$ cat config.mk
export PLATFORM = sky130hd
export DESIGN_NAME = instruction_cache_controller_flat
export DESIGN_NICKNAME = d
export VERILOG_FILES = /design/src/rtl/instruction_cache_controller_if.sv /design/src/rtl/instruction_cache_controller.sv /design/src/flat_wrapper.sv
export SDC_FILE = /design/constraint.sdc
export NUM_CORES = 1
export LEC_CHECK = 0
export CAP_MARGIN = 20
export CORE_MARGIN = 5
export CORE_UTILIZATION = 32
export CTS_BUF_LIST = sky130_fd_sc_hd__clkbuf_4
export DETAILED_ROUTE_END_ITERATION = 6
export PLACE_DENSITY = 0.79
export SLEW_MARGIN = 20
export SYNTH_ARGS = -nofsm -noshare
export SYNTH_HDL_FRONTEND = slang
export SYNTH_SLANG_ARGS = --single-unit
$ cat constraint.sdc
create_clock -name clk_i -period 2 [get_ports clk_i]
set_input_delay 0.4 -clock clk_i [delete_from_list [all_inputs] [get_ports clk_i]]
set_output_delay 0.4 -clock clk_i [all_outputs]
set_load 0.01 [all_outputs]
$ cat src/rtl/instruction_cache_controller_if.sv
// Fetch, memory-refill and cache-array signals of the I-cache controller.
// slave is the controller side, master the surrounding fetch/mem/array side.
interface instruction_cache_controller_if;
  logic        fetch_i;
  logic [31:0] fetch_address_i;
  logic        flush_i;
  logic        stall_o;
  logic        instruction_valid_o;
  logic        mem_request_o;
  logic [31:0] mem_address_o;
  logic        mem_valid_i;
  logic [31:0] mem_data_i;
  logic [31:0] cache_read_address_o;
  logic [2:0]  cache_read_o;
  logic        cache_hit_i;
  logic [31:0] cache_write_address_o;
  logic [2:0]  cache_write_o;
  logic [31:0] cache_instruction_o;
  logic        cache_valid_o;

  modport slave (
    input  fetch_i, fetch_address_i, flush_i,
    input  mem_valid_i, mem_data_i, cache_hit_i,
    output stall_o, instruction_valid_o,
    output mem_request_o, mem_address_o,
    output cache_read_address_o, cache_read_o,
    output cache_write_address_o, cache_write_o,
    output cache_instruction_o, cache_valid_o
  );

  modport master (
    output fetch_i, fetch_address_i, flush_i,
    output mem_valid_i, mem_data_i, cache_hit_i,
    input  stall_o, instruction_valid_o,
    input  mem_request_o, mem_address_o,
    input  cache_read_address_o, cache_read_o,
    input  cache_write_address_o, cache_write_o,
    input  cache_instruction_o, cache_valid_o
  );
endinterface

$ cat src/rtl/instruction_cache_controller.sv
// I-cache sequencer: lookup, block refill on miss, and full
// invalidation sweep after reset or flush.
module instruction_cache_controller #(
  parameter int CACHE_SIZE = 8192,
  parameter int BLOCK_SIZE = 16,
  parameter int TAG_SIZE   = 20
) (
  input logic clk_i,
  input logic rst_i,
  instruction_cache_controller_if.slave bus
);
  localparam int INDEX   = $clog2(CACHE_SIZE / BLOCK_SIZE);
  localparam int WORDS   = BLOCK_SIZE / 4;
  localparam int WB      = $clog2(WORDS);
  localparam int OFS     = $clog2(BLOCK_SIZE);
  localparam int TAG_LSB = 32 - TAG_SIZE;
  localparam logic [INDEX-1:0] LAST_IDX  = '1;
  localparam logic [WB-1:0]    LAST_WORD = WB'(WORDS - 1);

  typedef enum logic [2:0] {
    INIT, IDLE, COMPARE, REFILL, REPLAY
  } state_t;

  state_t           state_q, state_d;
  logic [INDEX-1:0] sweep_q, sweep_d;
  logic [WB-1:0]    word_q, word_d;
  logic [31:0]      addr_q, addr_d;
  logic             flush_q, flush_d;

  // Tag and the bits between tag and block offset, kept apart so the
  // refill address is rebuilt as {tag, index, word, 2'b00}.
  logic [TAG_SIZE-1:0]    tag;
  logic [TAG_LSB-OFS-1:0] mid;
  assign tag = addr_q[31:TAG_LSB];
  assign mid = addr_q[TAG_LSB-1:OFS];

  always_ff @(posedge clk_i or posedge rst_i) begin
    if (rst_i) begin
      state_q <= INIT;
      sweep_q <= '0;
      word_q  <= '0;
      addr_q  <= '0;
      flush_q <= 1'b0;
    end else begin
      state_q <= state_d;
      sweep_q <= sweep_d;
      word_q  <= word_d;
      addr_q  <= addr_d;
      flush_q <= flush_d;
    end
  end

  always_comb begin
    state_d = state_q;
    sweep_d = sweep_q;
    word_d  = word_q;
    addr_d  = addr_q;
    flush_d = flush_q;

    bus.stall_o               = 1'b1;
    bus.instruction_valid_o   = 1'b0;
    bus.mem_request_o         = 1'b0;
    bus.mem_address_o         = {addr_q[31:OFS], {OFS{1'b0}}};
    bus.cache_read_address_o  = addr_q;
    bus.cache_read_o          = 3'b000;
    bus.cache_write_address_o = {tag, mid, word_q, 2'b00};
    bus.cache_write_o         = 3'b000;
    bus.cache_instruction_o   = bus.mem_data_i;
    bus.cache_valid_o         = 1'b0;

    unique case (state_q)
      INIT: begin
        bus.cache_write_address_o =
          {{(32-INDEX-OFS){1'b0}}, sweep_q, {OFS{1'b0}}};
        // No array writes while reset is still held.
        bus.cache_write_o = rst_i ? 3'b000 : 3'b010;
        sweep_d = sweep_q + 1'b1;
        if (sweep_q == LAST_IDX) state_d = IDLE;
      end
      IDLE: begin
        bus.stall_o = 1'b0;
        if (bus.flush_i) begin
          state_d = INIT;
        end else if (bus.fetch_i) begin
          bus.cache_read_o         = 3'b111;
          bus.cache_read_address_o = bus.fetch_address_i;
          addr_d  = bus.fetch_address_i;
          state_d = COMPARE;
        end
      end
      COMPARE: begin
        if (bus.cache_hit_i) begin
          bus.instruction_valid_o = 1'b1;
          bus.stall_o = 1'b0;
          if (bus.flush_i) begin
            state_d = INIT;
          end else if (bus.fetch_i) begin
            bus.cache_read_o         = 3'b111;
            bus.cache_read_address_o = bus.fetch_address_i;
            addr_d = bus.fetch_address_i;
          end else begin
            state_d = IDLE;
          end
        end else begin
          bus.mem_request_o = 1'b1;
          word_d  = '0;
          flush_d = bus.flush_i;
          state_d = REFILL;
        end
      end
      REFILL: begin
        if (bus.flush_i) flush_d = 1'b1;
        if (bus.mem_valid_i) begin
          bus.cache_write_o = 3'b100;
          word_d = word_q + 1'b1;
          if (word_q == LAST_WORD) begin
            bus.cache_write_o = 3'b111;
            bus.cache_valid_o = 1'b1;
            state_d = REPLAY;
          end
        end
      end
      REPLAY: begin
        if (flush_q) begin
          flush_d = 1'b0;
          state_d = INIT;
        end else begin
          bus.cache_read_o = 3'b111;
          state_d = COMPARE;
        end
      end
      default: state_d = INIT;
    endcase
  end
endmodule
$ cat src/flat_wrapper.sv
// flat-port wrapper written by rule: the top's interface ports become plain ports
module instruction_cache_controller_flat 
#(
  parameter int CACHE_SIZE = 8192,
  parameter int BLOCK_SIZE = 16,
  parameter int TAG_SIZE   = 20
)
  (clk_i, rst_i, bus_fetch_i, bus_fetch_address_i, bus_flush_i, bus_mem_valid_i, bus_mem_data_i, bus_cache_hit_i, bus_stall_o, bus_instruction_valid_o, bus_mem_request_o, bus_mem_address_o, bus_cache_read_address_o, bus_cache_read_o, bus_cache_write_address_o, bus_cache_write_o, bus_cache_instruction_o, bus_cache_valid_o);
  instruction_cache_controller_if bus_i ();
  input logic clk_i;
  input logic rst_i;
  input wire logic [$bits(bus_i.fetch_i)-1:0] bus_fetch_i;
  input wire logic [$bits(bus_i.fetch_address_i)-1:0] bus_fetch_address_i;
  input wire logic [$bits(bus_i.flush_i)-1:0] bus_flush_i;
  input wire logic [$bits(bus_i.mem_valid_i)-1:0] bus_mem_valid_i;
  input wire logic [$bits(bus_i.mem_data_i)-1:0] bus_mem_data_i;
  input wire logic [$bits(bus_i.cache_hit_i)-1:0] bus_cache_hit_i;
  output wire logic [$bits(bus_i.stall_o)-1:0] bus_stall_o;
  output wire logic [$bits(bus_i.instruction_valid_o)-1:0] bus_instruction_valid_o;
  output wire logic [$bits(bus_i.mem_request_o)-1:0] bus_mem_request_o;
  output wire logic [$bits(bus_i.mem_address_o)-1:0] bus_mem_address_o;
  output wire logic [$bits(bus_i.cache_read_address_o)-1:0] bus_cache_read_address_o;
  output wire logic [$bits(bus_i.cache_read_o)-1:0] bus_cache_read_o;
  output wire logic [$bits(bus_i.cache_write_address_o)-1:0] bus_cache_write_address_o;
  output wire logic [$bits(bus_i.cache_write_o)-1:0] bus_cache_write_o;
  output wire logic [$bits(bus_i.cache_instruction_o)-1:0] bus_cache_instruction_o;
  output wire logic [$bits(bus_i.cache_valid_o)-1:0] bus_cache_valid_o;
  assign bus_i.fetch_i = bus_fetch_i;
  assign bus_i.fetch_address_i = bus_fetch_address_i;
  assign bus_i.flush_i = bus_flush_i;
  assign bus_i.mem_valid_i = bus_mem_valid_i;
  assign bus_i.mem_data_i = bus_mem_data_i;
  assign bus_i.cache_hit_i = bus_cache_hit_i;
  assign bus_stall_o = bus_i.stall_o;
  assign bus_instruction_valid_o = bus_i.instruction_valid_o;
  assign bus_mem_request_o = bus_i.mem_request_o;
  assign bus_mem_address_o = bus_i.mem_address_o;
  assign bus_cache_read_address_o = bus_i.cache_read_address_o;
  assign bus_cache_read_o = bus_i.cache_read_o;
  assign bus_cache_write_address_o = bus_i.cache_write_address_o;
  assign bus_cache_write_o = bus_i.cache_write_o;
  assign bus_cache_instruction_o = bus_i.cache_instruction_o;
  assign bus_cache_valid_o = bus_i.cache_valid_o;
  instruction_cache_controller #(.CACHE_SIZE(CACHE_SIZE), .BLOCK_SIZE(BLOCK_SIZE), .TAG_SIZE(TAG_SIZE)) u_core (.clk_i(clk_i), .rst_i(rst_i), .bus(bus_i));
endmodule
# == Yosys cells after proc, flatten, opt, wreduce, memory -nomap -nowiden ==
# Cells that the tools add are included.
# classes
n_addsub,2
eq_ne,13
muxes,38
n_reduce_logical,6
# op_table
operator,n
32-bit 2-to-1 mux,4
32-bit one-hot mux with 2 select lines,1
3-bit 2-to-1 mux,13
3-bit one-hot mux with 5 select lines,1
2-bit 2-to-1 mux,5
"9-bit by 1-bit adder with 9-bit output, second input constant",1
"9-bit == test, second input constant",1
1-bit 2-to-1 mux,9
3-bit one-hot mux with 3 select lines,1
"3-bit by 2-bit == test with 1-bit output, second input constant",2
"2-bit != test, second input constant",3
3-bit one-hot mux with 2 select lines,1
3-bit AND reduction,2
5-bit AND reduction,1
"2-bit by 1-bit != test with 1-bit output, second input constant",2
"4-bit != test, second input constant",1
2-bit one-hot mux with 2 select lines,1
"3-bit by 1-bit == test with 1-bit output, second input constant",1
"3-bit == test, second input constant",1
3-bit logical NOT,1
"3-bit != test, second input constant",1
1-bit one-hot mux with 3 select lines,1
3-bit nonzero test,1
"2-bit by 1-bit adder with 2-bit output, second input constant",1
other kinds (3),3
# totals
register_bits,47

# == Logic depth before layout (Yosys ltp) ==
# Gate-level depths: netlist of run 1.
# depth
depth_word,4
mapped_depth,8

# == Worst setup path after synthesis of run 1 ==
# OpenSTA, ideal clock, no wires.
# synth_path
path_kind,input to output
start,input port rst_i
end,output port bus_cache_write_o[1]
arrival_time_ps,1646
required_time_ps,1600
slack_ps,-46
cell_stages,2
n_path_buf,0
path_cell_list,inv_1 a21o_1
# synth_between
elab_chain_len,2
# synth_rtl
element,line,source
start: declaration,flat_wrapper.sv:11,input logic rst_i;
2-bit 2-to-1 mux,instruction_cache_controller.sv:76,bus.cache_write_o = rst_i ? 3'b000 : 3'b010;
3-bit one-hot mux with 2 select lines,instruction_cache_controller.sv:71,unique case (state_q)
end: declaration,flat_wrapper.sv:25,output wire logic [$bits(bus_i.cache_write_o)-1:0] bus_cache_write_o;
# No other way between the ends.

# == Worst setup path after layout of run 1 ==
# layout_path
start,register u_core.state_q[1]
end,output port bus_cache_read_address_o[18]
# layout_between
elab_chain_len,2
word_cells_on_any_way,3
classes_between,2 x eq/ne; 1 x mux
# layout_rtl
element,line,source
start: declaration,instruction_cache_controller.sv:24,"state_t state_q, state_d;"
start signal: assignment,instruction_cache_controller.sv:45,state_q <= state_d;
3-bit by 2-bit == test with 1-bit output / 3-bit by 1-bit == test with 1-bit output (equally long branches),instruction_cache_controller.sv:71,
32-bit one-hot mux with 2 select lines (*),--,
end: declaration,flat_wrapper.sv:22,output wire logic [$bits(bus_i.cache_read_address_o)-1:0] bus_cache_read_address_o;
# Mark *: on every way between the ends. The rest lies on a longest branch, timed or not.

==> summary.txt, run 1 <==
Comb pwr share = 0.729
Type of origin of the critical path = flip-flop
Avg Cell Area, Syn = 11.3 um2
Flops & latches, synth = 47
CTS Buf Count = 5
WL/cell = 17.1 um
Max-cap violations = 0
Layout Nets = 465
Crit path max fanout = 7
CP max stage delay = 0.42 ns
R2r endpoint = u_core.state_q[1]
CP max-delay cell = dfrtp_1
Core Footprint = 0.00868 mm2
WS Path Type = flip-flop to primary output
Die Y = 104 um
Crit Reg-Reg Startpoint = u_core.state_q[0]
Hold Crit Endpoint = u_core.sweep_q[7]
Largest net degree at the start of global routing = 48
DIE AREA = 0.0109 mm2
Setup TNS = -18.38 ns
Gpl congestion = 0.732
Sequential fraction of the synthesis area = 0.414
Slew Limit Fails = 0
Setup ws final = -0.380 ns
Gate Count Post-Synth = 251
Measured slew at the worst slew-check pin = 0.625 ns
Top delay family on crit path = buffers and inverters
Top cells by area, synth = dfrtp_1 (41%), buf_4 (18%), mux2_2 (18%)
Required @ worst endpoint = 1.60 ns
Clock Power Share = 0.060
DRT Pass-1 Iters = 4
Final setup vio count = 69
Net Sw Power = 2.92 mW
CP Buf/Inv Count = 4
RSZ-0062 raised after global routing = true
Vias per cell = 4.47
Most frequent cells after synthesis = buf_4 (69), dfrtp_1 (47), mux2_2 (45)
Setup crit end kind = primary output
Worst-path clk slew = 0.15 ns
Initial drt markers = 68
Flop pwr share = 0.211
Syn. warnings = 0
Worst skew pair latency = 0.36 ns
Worst hold path cell count = 1
EDFF count, synth = 0
Port-buffer cells = 137
CTS tree = built
Syn-to-layout area delta = 64.9%
Yosys cell types = 35
Synth async-reset ratio = 1.00
HP Class = flip-flop to flip-flop
# clock sinks = 47
Hold Crit Start = u_core.sweep_q[7]
Global route overflow = 0
Net Sw Frac = 0.365
Die Width = 104 um
Power per cell area = 1710 mW/mm2
Total wire length = 8590 um
Num ports = 208
Crit path top cell by count = buf_6
Initial antenna violation count = 0
R2R Setup Slk = 0.09 ns
Mapped Area = 0.00284 mm2
Layout cells sized above 1 = 0.557
Routed vias = 2237
Post-route minimum period = 2.38 ns
Period utilization = 1.19
Most frequent cell after synthesis = buf_4
Total GRT Usage = 0.155
Max Freq = 420 MHz
Status = complete, but fails checks
Worst EP arrival = 1.98 ns
Row count = 34
Worst path cell trace = buf_6, nand2b_4, o21ai_4, nand3_4, buf_6, buf_16, mux2_4, buf_6
Final Hold Viols = 0
Detail Route Antenna Nets = 0
Slew HR = 0.583
Worst hold margin = 0.532 ns
Cell chosen for the clock root = clkbuf_4
Initial Util = 0.327
Failing checks = setup timing
Top_reg_cell synth = dfrtp_1
Int Power = 5.09 mW
Reg2reg path depth = 9
Worst VDD drop = 0.958 mV
Leak pwr = 2.21 nW
H-tree levels = 2
ANT cells = 0
Post-detail-place hpwl = 5920 um
First-pass GRT wire length = 13700 um
Crit path from = u_core.state_q[1]
Clock Skew = 0.0108 ns
Cell taking the most area after synthesis = dfrtp_1
Area share of the largest cell type after synthesis = 0.414
Post-CTS Hold Buffers = 0
Longest Clk Path Bufs = 2
Fill count = 781
Vias in the first global route = 2593
DR DRC count = 0
## how the worst max path moves through the flow
stage / to / slack, ns / cells past startpoint
2_1_floorplan: u_core.state_q[0] / 0.02 / 8
3_3_place_gp: bus_cache_read_address_o[18] / -0.64 / 7
3_5_place_dp: bus_cache_read_address_o[18] / -0.66 / 7
4_1_cts: bus_cache_read_address_o[18] / -0.39 / 8
5_1_grt: bus_cache_read_address_o[24] / -0.46 / 8
6_report: bus_cache_read_address_o[18] / -0.38 / 8
## registers in the layout, summed over array words and instances (netlist names)
| signal | cells |
|---|---|
| u_core.addr_q | 32 |
| u_core.flush_q | 1 |
| u_core.state_q | 3 |
| u_core.sweep_q | 9 |
| u_core.word_q | 2 |
## kinds of logic after synthesis
| kind of cell | count (synthesis) | share of synthesized area |
|---|---|---|
| other cells | 1 | 0.00132 |
| buf+inv | 82 | 0.214 |
| simple gates | 52 | 0.121 |
| compound gates | 14 | 0.0331 |
| flops | 47 | 0.414 |
| mux | 45 | 0.179 |
| xor+xnor | 7 | 0.0243 |
| fa+ha+maj | 3 | 0.0132 |
## cells in the final DEF (no fill, tap or decap), types with 2 or more instances in the layout
cell             synthesis  final
buf_6                    5     78
clkdlybuf4s50_1          0     65
dfrtp_1                 47     47
buf_4                   69     38
mux2_2                  45     30
nor2b_1                 21     16
buf_2                    3     16
mux2_4                   0     15
nand2_1                  7      7
conb_1                   1      6
o21ai_0                  5      5
nor2b_4                  0      5
clkbuf_4                 0      5
nand3_1                  4      4
xnor2_1                  4      4
inv_1                    5      3
clkinvlp_4               0      3
buf_16                   0      3
clkdlybuf4s15_2          0      3
nand2b_4                 1      2
nor2_1                   2      2
nand4b_1                 2      2
nor3_4                   1      2
and3_4                   0      2
and2_4                   0      2
xor2_1                   2      2
clkbuf_2                 0      2
## metal layers
metal	routed length [um]	up-vias	share of wire	global-route usage
li1	-	1043	-	-
met1	3370	1089	0.39	0.178
met2	4510	81	0.53	0.276
met3	579	24	0.067	0.0478
met4	129	0	0.015	0.0416
met5	0	-	0	0
## through the flow
| stage | setup WS, ns | instance area (um2) | total power, mW | util | instances |
|---|---|---|---|---|---|
| finish | -0.380 | 4680 | 8.02 | 0.539 | 501 |
| global route | -0.462 | 4680 | 8.52 | 0.539 | 501 |
| CTS | -0.390 | 4560 | 7.79 | 0.525 | 495 |
| detailed placement | -0.660 | 4020 | 6.37 | 0.464 | 455 |
| global placement | -0.640 | 4020 | 6.26 | 0.464 | 455 |
| floorplan | 0.0227 | 2860 | 4.11 | - | 256 |
## power by group through the flow
stage	registers (mW)	logic (mW)	clock network, mW
6_report	1.69	5.84	0.483
5_1_grt	1.75	6.23	0.538
4_1_cts	1.69	5.60	0.505
3_5_place_dp	1.71	4.66	0
3_3_place_gp	1.67	4.59	0
2_1_floorplan	1.64	2.47	0
## cell type report
type	instances	area [um2]	share of cell area
Clock inverter	3	23.8	0.00508
Tap cell	108	135	0.0289
Timing Repair Buffer	206	2040	0.436
Inverter	5	22.5	0.00481
Clock buffer	5	37.5	0.00802
Multi-Input combinational cell	127	1240	0.266
Sequential cell	47	1180	0.251
## timing repair
action | 4_1_cts | 5_1_grt
pin swaps | 9 | 6
endpoints found under the setup margin | 74 | 74
resized for setup | 383 | 29
buffers inserted | 29 | 10
cloned | 4 | 0
Power figures use the tool's default switching activity.
==> inputs of run 2 (changes only) <==
--- a/config.mk
+++ b/config.mk
@@ -10,7 +10,9 @@
 export CORE_UTILIZATION = 32
 export CTS_BUF_LIST = sky130_fd_sc_hd__clkbuf_4
 export DETAILED_ROUTE_END_ITERATION = 6
+export HOLD_SLACK_MARGIN = 0.15
 export PLACE_DENSITY = 0.79
+export SKIP_CTS_REPAIR_TIMING = 1
 export SLEW_MARGIN = 20
 export SYNTH_ARGS = -nofsm -noshare
 export SYNTH_HDL_FRONTEND = slang
==> run 2 against run 1 <==
  * The run still ends with setup timing left
  * Die area stayed put
  * Wire length is 4.4% lower
  * Hold slack got worse by 0.011 ns
  * Design area shrank 9.6%
  * First-iteration DRC count down 5.9%
  * Register-to-register slack got worse by 0.08 ns
  * Critical path type unchanged
  * Largest power group unchanged
==> summary.txt, run 2 (synthesized netlist as in run 1, its figures left out) <==
Required @ worst endpoint = 1.60 ns (about the same)
CTS tree = built
Failing checks = setup timing
Post-detail-place hpwl = 5920 um (unchanged)
Worst-path clk slew = 0.17 ns (+0.02 ns)
Setup crit end kind = primary output
Port-buffer cells = 137 (unchanged)
Layout cells sized above 1 = 0.522 (-0.0348)
Slew Limit Fails = 0 (unchanged)
Syn-to-layout area delta = 49.1%
Vias in the first global route = 2359 (-9.0%)
Leak pwr = 2.01 nW (-9.3%)
HP Class = flip-flop to flip-flop
RSZ-0062 raised after global routing = true
Global route overflow = 0 (unchanged)
Register with the most flip-flops = u_core.addr_q
Initial drt markers = 64 (-5.9%)
Total wire length = 8220 um (-4.4%)
WS Path Type = flip-flop to primary output
Status = complete, but fails checks
Top flop regs = u_core.addr_q: 32 flops, u_core.sweep_q: 9 flops, u_core.state_q: 3 flops
Largest net degree at the start of global routing = 48 (unchanged)
First-pass GRT wire length = 12100 um (-12%)
Routed vias = 2191 (-2.1%)
Measured slew at the worst slew-check pin = 0.616 ns (-0.00966 ns)
Fill count = 847 (+8.5%)
Row count = 34 (unchanged)
Max FFs per register = 32 (unchanged)
Clock Skew = 0.0154 ns (+0.00457 ns)
Worst skew pair latency = 0.37 ns (about the same)
Leading cell type in the layout, fill and taps excluded = clkdlybuf4s50_1
Initial Util = 0.327 (unchanged)
Setup ws final = -0.416 ns (-0.0353 ns)
Vias per cell = 4.50 (+0.76%)
Core Footprint = 0.00868 mm2 (unchanged)
DR DRC count = 0 (unchanged)
Worst path cell trace = buf_4, nand2b_4, o21ai_4, nand3_4, clkbuf_16, buf_8, mux2_4, buf_6
DRT Pass-1 Iters = 4 (unchanged)
Die Y = 104 um (unchanged)
DIE AREA = 0.0109 mm2 (unchanged)
Final setup vio count = 69 (unchanged)
ANT cells = 0 (unchanged)
CP max stage delay = 0.40 ns (-0.02 ns)
Most frequent cells in the layout = clkdlybuf4s50_1 (65), clkbuf_2 (52), dfrtp_1 (47), buf_4 (40), mux2_2 (39)
Worst VDD drop = 0.814 mV (-15%)
Max-cap violations = 0 (unchanged)
Post-route minimum period = 2.42 ns (+0.0353 ns)
# clock sinks = 47 (unchanged)
CP max-delay cell = dfrtp_1
Total GRT Usage = 0.135 (-0.0197)
Placed cells = 455 (unchanged)
Detail Route Antenna Nets = 0 (unchanged)
Slew HR = 0.590 (+0.00644)
Final Hold Viols = 0 (unchanged)
Power per cell area = 1620 mW/mm2 (-5.4%)
Type of origin of the critical path = flip-flop
Gpl congestion = 0.732 (unchanged)
Layout Nets = 451 (-3.0%)
WL/cell = 16.9 um (-1.6%)
Longest Clk Path Bufs = 2 (unchanged)
H-tree levels = 2 (unchanged)
Worst hold margin = 0.521 ns (-0.0110 ns)
Cell chosen for the clock root = clkbuf_4
Period utilization = 1.21 (+0.0177)
Setup TNS = -17.17 ns (+1.21 ns)
Initial antenna violation count = 0 (unchanged)
Worst EP arrival = 2.02 ns (+0.04 ns)
Num ports = 208 (unchanged)
CTS Buf Count = 5 (unchanged)
Die Width = 104 um (unchanged)
Post-route insts no fill = 487 (-2.8%)
Max Freq = 414 MHz (-1.5%)
Crit path max fanout = 5 (-2)
==> run 2: routing by layer <==
metal  up-vias  GRT usage  wire length (um)
li1       1019          -                 -
met1      1062      0.147              3100
met2        84      0.244              4290
met3        26     0.0497               663
met4         0     0.0389               163
met5         -          0                 0
==> run 2: metrics by stage <==
| stage | setup WS, ns | instance area (um2) | power, mW | util |
|---|---|---|---|---|
| 6_report | -0.416 | 4230 | 6.86 | 0.487 |
| 5_1_grt | -0.497 | 4230 | 7.33 | 0.487 |
| 4_1_cts | -0.705 | 4080 | 6.88 | 0.471 |
| 3_5_place_dp | -0.660 | 4020 | 6.37 | 0.464 |
| 3_3_place_gp | -0.640 | 4020 | 6.26 | 0.464 |
| 2_1_floorplan | 0.0227 | 2860 | 4.11 | - |
==> run 2: cell type report <==
| type | count | area [um2] | share of cell area |
|---|---|---|---|
| Multi-Input combinational cell | 127 | 1180 | 0.279 |
| Clock buffer | 5 | 37.5 | 0.00887 |
| Timing Repair Buffer | 192 | 1660 | 0.391 |
| Inverter | 5 | 22.5 | 0.00532 |
| Sequential cell | 47 | 1180 | 0.278 |
| Tap cell | 108 | 135 | 0.0319 |
| Clock inverter | 3 | 23.8 | 0.00562 |
==> run 2: worst paths after layout <==
check,from,to,slack (ns),cells past startpoint
setup / recovery,u_core.state_q[1],bus_cache_read_address_o[16],-0.42,8
hold / removal,u_core.addr_q[3],u_core.addr_q[3],0.52,1
setup reg to reg,u_core.sweep_q[1],u_core.state_q[1],0.01,8
hold reg to reg,u_core.addr_q[3],u_core.addr_q[3],0.52,1
max in group asynchronous,rst_i,u_core.addr_q[28],1.00,3
min in group asynchronous,rst_i,u_core.sweep_q[5],0.57,3
==> run 2: where the power goes <==
| part | leakage [nW] | internal (mW) | switching (mW) |
|---|---|---|---|
| combinational | 1.41 | 2.66 | 2.03 |
| sequential | 0.573 | 1.38 | 0.298 |
| clock | 0.0278 | 0.142 | 0.340 |
==> run 2: critical path, delay by kind of cell, from the launching register on <==
family	cells	cell delay [ns]
and+or+nand+nor	2	0.20
muxes	1	0.30
buffers and inverters	4	0.58
DFF	1	0.40
AOI/OAI and AO/OA	1	0.18
